--- src/rtl/mem_pkg.sv ---
// Shared types and defaults for the Datmem access unit.
package mem_pkg;

  localparam int unsigned MEM_AWIDTH  = 32;
  localparam int unsigned MEM_ALENGTH = 128;

  typedef enum logic [1:0] {
    SZ_BYTE = 2'b00,
    SZ_HALF = 2'b01,
    SZ_WORD = 2'b10,
    SZ_BAD  = 2'b11
  } size_e;

  typedef enum logic [1:0] {
    IDLE = 2'b00,
    RD   = 2'b01,
    WR   = 2'b10,
    RSP  = 2'b11
  } mau_state_e;

  // Request attributes latched at acceptance
  typedef struct packed {
    logic       write;
    size_e      size;
    logic       sgn;
    logic [1:0] off;
  } req_t;

  // Alignment / size legality of a request, independent of range
  function automatic logic bad_shape(input size_e sz, input logic [1:0] off);
    case (sz)
      SZ_BYTE: bad_shape = 1'b0;
      SZ_HALF: bad_shape = off[0];
      SZ_WORD: bad_shape = |off;
      default: bad_shape = 1'b1;
    endcase
  endfunction

endpackage

--- src/rtl/lane_align.sv ---
// Byte/halfword lane steering: load extraction with extension, store merge.
module lane_align
  import mem_pkg::*;
(
  input  size_e       size,
  input  logic        sgn,
  input  logic [1:0]  off,
  input  logic [31:0] old_word,
  input  logic [15:0] new_data,
  output logic [31:0] ld_data_c,
  output logic [31:0] st_data_c
);

  logic [7:0]  byte_c;
  logic [15:0] half_c;

  // Select the addressed lane, extend it for loads, replace it for stores
  always_comb begin
    byte_c    = old_word[{off, 3'b000} +: 8];
    half_c    = old_word[{off[1], 4'b0000} +: 16];
    ld_data_c = old_word;
    st_data_c = old_word;
    case (size)
      SZ_BYTE: begin
        ld_data_c = {{24{sgn & byte_c[7]}}, byte_c};
        st_data_c[{off, 3'b000} +: 8] = new_data[7:0];
      end
      SZ_HALF: begin
        ld_data_c = {{16{sgn & half_c[15]}}, half_c};
        st_data_c[{off[1], 4'b0000} +: 16] = new_data;
      end
      default: begin
        ld_data_c = old_word;
        st_data_c = old_word;
      end
    endcase
  end

endmodule

--- src/rtl/mem_access_unit.sv ---
// Load/store initiator for the Datmem port: handshake in, RMW for sub-word stores, response out.
module mem_access_unit
  import mem_pkg::*;
#(
  parameter int unsigned AWIDTH  = MEM_AWIDTH,
  parameter int unsigned ALENGTH = MEM_ALENGTH
) (
  input  logic              clk,
  input  logic              rst_n,
  input  logic              ReqValid,
  output logic              ReqReady,
  input  logic              ReqWrite,
  input  logic [1:0]        ReqSize,
  input  logic              ReqSigned,
  input  logic [AWIDTH-1:0] ReqAddr,
  input  logic [AWIDTH-1:0] ReqWData,
  output logic              RspValid,
  input  logic              RspReady,
  output logic [AWIDTH-1:0] RspData,
  output logic              RspErr,
  output logic [AWIDTH-1:0] Addr,
  output logic [AWIDTH-1:0] WriDat,
  output logic              WE2,
  input  logic [AWIDTH-1:0] ReaDat
);

  localparam int unsigned IDX_W = AWIDTH - 2;
  localparam logic [IDX_W-1:0] ALEN_IDX = IDX_W'(ALENGTH);

  mau_state_e        state_q, state_d;
  req_t              req_q, req_d;
  logic [15:0]       wdata_q, wdata_d;
  logic              ready_q, ready_d;
  logic              rsp_valid_q, rsp_valid_d;
  logic              rsp_err_q, rsp_err_d;
  logic [AWIDTH-1:0] rsp_data_q, rsp_data_d;
  logic [AWIDTH-1:0] addr_q, addr_d;
  logic [AWIDTH-1:0] wridat_q, wridat_d;
  logic              we_q, we_d;

  size_e             req_size_c;
  logic              req_err_c;
  logic [31:0]       ld_data_c;
  logic [31:0]       st_data_c;

  lane_align u_lane_align (
    .size      (req_q.size),
    .sgn       (req_q.sgn),
    .off       (req_q.off),
    .old_word  (ReaDat),
    .new_data  (wdata_q),
    .ld_data_c (ld_data_c),
    .st_data_c (st_data_c)
  );

  // Classify the incoming request: bad shape or word index past the end of memory
  always_comb begin
    req_size_c = size_e'(ReqSize);
    req_err_c  = bad_shape(req_size_c, ReqAddr[1:0]) || (ReqAddr[AWIDTH-1:2] >= ALEN_IDX);
  end

  // Next-state and registered-output computation
  always_comb begin
    state_d     = state_q;
    req_d       = req_q;
    wdata_d     = wdata_q;
    rsp_valid_d = rsp_valid_q;
    rsp_err_d   = rsp_err_q;
    rsp_data_d  = rsp_data_q;
    addr_d      = addr_q;
    wridat_d    = wridat_q;
    we_d        = 1'b0;
    case (state_q)
      IDLE: begin
        if (ReqValid && ready_q) begin
          req_d   = '{write: ReqWrite, size: req_size_c, sgn: ReqSigned, off: ReqAddr[1:0]};
          wdata_d = ReqWData[15:0];
          if (req_err_c) begin
            state_d     = RSP;
            rsp_valid_d = 1'b1;
            rsp_err_d   = 1'b1;
            rsp_data_d  = '0;
          end else begin
            addr_d = {2'b00, ReqAddr[AWIDTH-1:2]};
            if (ReqWrite && (req_size_c == SZ_WORD)) begin
              state_d  = WR;
              we_d     = 1'b1;
              wridat_d = ReqWData;
            end else begin
              state_d = RD;
            end
          end
        end
      end
      RD: begin
        if (req_q.write) begin
          state_d  = WR;
          we_d     = 1'b1;
          wridat_d = st_data_c;
        end else begin
          state_d     = RSP;
          rsp_valid_d = 1'b1;
          rsp_err_d   = 1'b0;
          rsp_data_d  = ld_data_c;
        end
      end
      WR: begin
        state_d     = RSP;
        rsp_valid_d = 1'b1;
        rsp_err_d   = 1'b0;
        rsp_data_d  = '0;
      end
      RSP: begin
        if (RspReady) begin
          state_d     = IDLE;
          rsp_valid_d = 1'b0;
          rsp_err_d   = 1'b0;
          rsp_data_d  = '0;
        end
      end
      default: state_d = IDLE;
    endcase
    ready_d = (state_d == IDLE);
  end

  // State and output registers; reset aborts any access and kills WE2 at once
  always_ff @(posedge clk or negedge rst_n) begin
    if (!rst_n) begin
      state_q     <= IDLE;
      req_q       <= '0;
      wdata_q     <= '0;
      ready_q     <= 1'b0;
      rsp_valid_q <= 1'b0;
      rsp_err_q   <= 1'b0;
      rsp_data_q  <= '0;
      addr_q      <= '0;
      wridat_q    <= '0;
      we_q        <= 1'b0;
    end else begin
      state_q     <= state_d;
      req_q       <= req_d;
      wdata_q     <= wdata_d;
      ready_q     <= ready_d;
      rsp_valid_q <= rsp_valid_d;
      rsp_err_q   <= rsp_err_d;
      rsp_data_q  <= rsp_data_d;
      addr_q      <= addr_d;
      wridat_q    <= wridat_d;
      we_q        <= we_d;
    end
  end

  assign ReqReady = ready_q;
  assign RspValid = rsp_valid_q;
  assign RspErr   = rsp_err_q;
  assign RspData  = rsp_data_q;
  assign Addr     = addr_q;
  assign WriDat   = wridat_q;
  assign WE2      = we_q;

endmodule
--- config.mk ---
export PLATFORM = sky130hd
export DESIGN_NAME = mem_access_unit
export DESIGN_NICKNAME = d
export VERILOG_FILES = /design/src/rtl/mem_pkg.sv /design/src/rtl/lane_align.sv /design/src/rtl/mem_access_unit.sv
export SDC_FILE = /design/constraint.sdc
export NUM_CORES = 1
export LEC_CHECK = 0
export BUFFER_PORTS_ARGS = -buffer_cell sky130_fd_sc_hd__buf_2
export CORE_ASPECT_RATIO = 1.75
export CORE_MARGIN = 8
export CORE_UTILIZATION = 45
export DETAILED_ROUTE_END_ITERATION = 8
export PLACE_DENSITY = 0.8
export SYNTH_ARGS = -nofsm -noshare
export SYNTH_HDL_FRONTEND = slang
export SYNTH_HIERARCHICAL = 1
export SYNTH_SLANG_ARGS = --single-unit
--- constraint.sdc ---
create_clock -name clk -period 2.9 [get_ports clk]
set_input_delay 0 -clock clk [delete_from_list [all_inputs] [get_ports clk]]
set_output_delay 0 -clock clk [all_outputs]
set_load 0.03 [all_outputs]
Word level (Yosys, flattened, before mapping). Cells that the tools add are included.

Bits of input ports: 104. Memories: 0. Bits in writable memories: 0. Logic and storage cells: 84. Latch bits: 0. Flip-flop bits (word level): 122. Bits in read-only memories: 0. Output and inout bits: 100.

Bitwise logic cells: 3. Muxes and demuxes: 33. Reductions and logical operators: 13. Shifts and indexed selects: 6. Magnitude comparators: 1. Eq/ne operators: 13. Multipliers: 0. Add/sub/neg operators: 2. Divide/modulo/power cells: 0.

Operators by type and width (number): 32-bit two-way mux (8); 32-bit one-hot mux with 2 select lines (3); 32-bit one-hot mux with 4 select lines (1); 32-bit bitwise mux (2); 16-bit by 7-bit variable shift with 32-bit output (first input constant) (1); 8-bit by 7-bit variable shift with 32-bit output (first input constant) (1); 16-bit by 7-bit variable part select with 32-bit output (1); 32-bit by 6-bit variable part select with 16-bit output (1); 32-bit by 6-bit variable part select with 8-bit output (1); 8-bit by 7-bit variable part select with 32-bit output (1); 30-bit by 8-bit >= comparator with 1-bit output (second input constant) (1); 2-bit inequality test (second input constant) (7); 5-bit negator with 7-bit output (2); 1-bit two-way mux (10); 2-bit zero test (4); 2-bit two-way mux (4); 1-bit one-hot mux with 4 select lines (2); 2-bit one-hot mux with 4 select lines (1); 2-bit by 1-bit equality test with 1-bit output (second input constant) (3); 2-bit equality test (second input constant) (3); 5-bit AND reduction (1); 4-bit AND reduction (1); 1-bit one-hot mux with 3 select lines (1); 3-bit AND reduction (1); other kinds (8) (10).

Longest topological paths before layout.
Depth in word-level cells: 7. Mapped depth: 12.

By module. Netlist, hierarchy kept.

Modules (own cells, without submodules): mem_access_unit (cells an instance 383, instances 1, area each 5028.6 µm²); lane_align (cells an instance 316, instances 1, area each 1878.1 µm²).

Least setup slack after synthesis. Ideal clock, no wire load.

Kind: register -> register. From: register req_q[1] (netlist name). To: register wridat_q[18], in the netlist WriDat[18]. Data arrival time: 2.630 ns. Setup time: 0.125 ns. Stages on the path, launching flop included: 13. Required time: 2.775 ns. Clock period less this slack: 2.755 ns. Path slack: 0.145 ns. Cell sequence: dfrtp_1 > buf_2 > clkinv_1 > clkbuf_1 > ha_1 > buf_2 > nor4_1 > and4_1 > clkbuf_1 > a222oi_1 > inv_1 > mux2_2 > mux2_4.

Longest elaborated chain between the ends: 6.

RTL lines: start: declaration (line mem_access_unit.sv:31) `req_t req_q, req_d;`; start signal: assignment (line mem_access_unit.sv:141) `req_q <= req_d;`; 5-bit negator with 7-bit output (on tied branches) (line lane_align.sv:30, lane_align.sv:26); 16-bit by 7-bit variable part select with 32-bit output, or another cell as far along (line lane_align.sv:30) `st_data_c[{off[1], 4'b0000} +: 16] = new_data;`; 32-bit bitwise mux (on tied branches) (line lane_align.sv:30, lane_align.sv:26); 32-bit one-hot mux with 2 select lines (*) (line lane_align.sv:23) `case (size)`; net st_data_c[18] (line mem_access_unit.sv:44) `logic [31:0] st_data_c;`; 32-bit two-way mux (*) (line mem_access_unit.sv:96) `if (req_q.write) begin`; 32-bit one-hot mux with 2 select lines (*) (line mem_access_unit.sv:73) `case (state_q)`; end signal: assignment (line mem_access_unit.sv:148) `wridat_q <= wridat_d;`; end: declaration (line mem_access_unit.sv:38) `logic [AWIDTH-1:0] wridat_q, wridat_d;`.

Mark *: on every way through the listed nets, which the timed path passes. The rest lies on a longest branch. The select of a mux whose other input is x is not followed. A chain may end at the register's enable or synchronous reset.

Final worst setup path.
From: register req_q[1] (netlist name). To: register wridat_q[22], in the netlist WriDat[22].

Same word-level chain as after synthesis.

==> results.py <==
metrics = {
    "run_status": {
        "status": "complete, no violations",
    },
    "min_path": {
        "hp-class": "in2reg",
    },
    "clock_network": {
        "clk_latency_ps": 420,
        "cts_root_buffer": "clkbuf_16",
        "cts_tree": "built",
        "cts_buffers": 17,
        "htree_num_levels": 4,
        "cts.clk_slew.worst_paths_ps": 60,
        "cts_resized": 0,
        "clock_path_buffers": 2,
        "cts_sinks": 122,
    },
    "drt": {
        "drt-total-wl_um": 24100,
        "firstDrtPassIters": 6,
        "antenna_left": 0,
        "viasPerCell": 5.79,
        "avgRoutedWirePerCell_um": 21.0,
        "vias": 6630,
        "remaining_drc_errors": 0,
        "drt-initial-drc-count": 487,
    },
    "cells_and_area": {
        "most-common-layout-cells": "buf_2, nand2_1, dfrtp_1",
        "final_common_cell": "buf_2",
        "final_nets": 1055,
        "final_cell_count_no_fill": 1146,
        "drive_gt1_share_pct": 35.2,
        "area_growth_pct": 34.8,
    },
    "floorplan": {
        "die_w_um": 110,
        "ios": 204,
        "die-area_sq_um": 19700,
        "num_rows": 60,
        "die_h_um": 180,
        "core_sq_um": 15200,
        "start_util_pct": 45.5,
    },
    "timing": {
        "clock_skew_ps": 8.44,
        "slew_violations": 0,
        "setup_viol": 0,
        "period_needed_ps": 2570,
        "fin_crit_sh_pct": 88.7,
        "rsz0062_at_grt": "false",
        "maxSlewHeadroom_pct": 47.6,
        "hold_ws_ps": 16.2,
        "hold_viol": 0,
        "fin_tns_setup_ps": 0,
        "timing.fmax_mhz": 389,
        "tightest_slew_ps": 786,
    },
    "yosys": {
        "seq_area_frac_synth_pct": 44.2,
        "synthArstFlopShare_pct": 100,
        "netlist-cell-type-count": 55,
        "syn_inst": 699,
        "ys.flop_type": "dfrtp_1",
        "yosys_warnings": 6,
        "syn_area_sq_um": 6910,
        "synth-seq-cells": 122,
        "synth_edf_count": 0,
        "syn_avg_cell_area_sq_um": 9.88,
    },
    "worst_setup_path": {
        "cp-end-kind": "flop",
        "crit_arrival_ps": 2880,
        "required_ps": 3210,
        "worstPathMaxFanout": 9,
        "crit_type": "reg2reg",
        "startpoint_type": "flop",
    },
    "power": {
        "p_leak_nw": 4.86,
        "ir_drop_mv": 0.468,
        "p_per_area_nw_per_um2": 1060,
    },
    "global_route": {
        "grt_start_max_net_pins": 66,
        "grtUsageTotal_pct": 24.5,
        "grt_antenna_before_repair": 1,
        "grt_overflow": 0,
        "grt_pass1_wl_um": 37000,
        "grt_pass1_vias": 6759,
    },
    "placed_design": {
        "hpwl_um": 17100,
        "port_buffers": 201,
        "dp.cells": 1053,
        "finalWeightedCongestion": 0.967,
    },
    "flow_run": {
        "maxCapViolations": 0,
    },
}
==> flip-flops by register name, indices dropped and copies added (netlist names) <==
register,count
state_q,2
RspErr,1
Addr,30
req_q,6
WriDat,32
RspValid,1
ReqReady,1
wdata_q,16
RspData,32
WE2,1
==> layer usage <==
layer | share of wire (%) | routed length, um | GRT usage [%] | vias up
met5 | 0 | 0 | 0 | -
met3 | 8.9 | 2140 | 6.16 | 93
met4 | 5.9 | 1430 | 15.1 | 0
met1 | 35 | 8450 | 26.9 | 3129
met2 | 50 | 12100 | 40.6 | 398
li1 | - | - | - | 3010
==> power by group <==
| part | leakage [nW] | switching [W] | internal [W] |
|---|---|---|---|
| registers | 1.60 | 0.000593 | 0.00224 |
| logic | 2.97 | 0.00287 | 0.00197 |
| clock network | 0.289 | 0.000878 | 0.00130 |
| total | 4.86 | 0.00434 | 0.00551 |
==> logic make-up after synthesis <==
| logic type | Yosys count | share of synthesized area, % |
|---|---|---|
| AND/OR/NAND/NOR | 246 | 17.7 |
| AO/OA/AOI/OAI | 173 | 18.3 |
| flip-flops | 122 | 44.2 |
| buffers and inverters | 78 | 5.13 |
| multiplexers | 74 | 13.7 |
| adder cells (fa/ha/maj) | 5 | 0.906 |
| other | 1 | 0.0543 |
==> cells in the mapped netlist, drive strengths merged (12+ instances only) <==
library cell,instances,area (sq um)
nand2,131,492
dfrtp,122,3050
mux2,72,923
nor2b,36,225
a22o,35,307
o21ai,34,170
clkbuf,29,110
buf,28,165
a21oi,27,135
inv,20,75.1
a22oi,16,120
nor2,15,56.3
nor3b,14,116
nand2b,12,75.1
nand3b,12,90.1
==> cell type report <==
cell class                 instances  area, sq um
timing repair buffer             284         1810
fill                            1241         5860
clock buffer                      17          425
clock inverter                    15          180
sequential                       122         3050
multi-input combinational        500         3530
tap                              186          233
antenna                            1         2.50
inverter                          21         78.8
==> critical path: stages, from the launching register on <==
cell and delay, ps:
dfrtp_1 390, clkinv_1 250, ha_1 400, and4_1 280
a222oi_1 490, inv_1 110, mux2_2 280, mux2_4 250
==> final timing paths <==
| kind | from | end | slack (ps) | cells after the start |
|---|---|---|---|---|
| min reg2reg | Addr[12] | Addr[12] | 490 | 1 |
| min | ReaDat[1] | RspData[1] | 20 | 4 |
| max in group asynchronous | rst_n | RspData[28] | 1900 | 3 |
| max reg2reg | req_q[1] | WriDat[22] | 330 | 7 |
| max | req_q[1] | WriDat[22] | 330 | 7 |
| min in group asynchronous | rst_n | WriDat[8] | 190 | 2 |
==> metrics by stage <==
stage	utilization, %	setup slack [ps]	power [W]	instance area, sq um
detailed placement	53.4	452	0.00750	8100
global route	61.4	322	0.0104	9310
global placement	53.4	492	0.00742	8100
finish	61.4	327	0.00985	9310
floorplan	-	145	0.00606	6910
CTS	61.4	404	0.00978	9310
==> timing repair <==
| action | 4_1_cts | 5_1_grt |
|---|---|---|
| hold endpoints to repair | 136 | 0 |
| endpoints found under the setup margin | 0 | 0 |
| buffers inserted | 0 | 0 |
| hold buffers | 60 | 0 |
(Power assumes the default switching activity.)
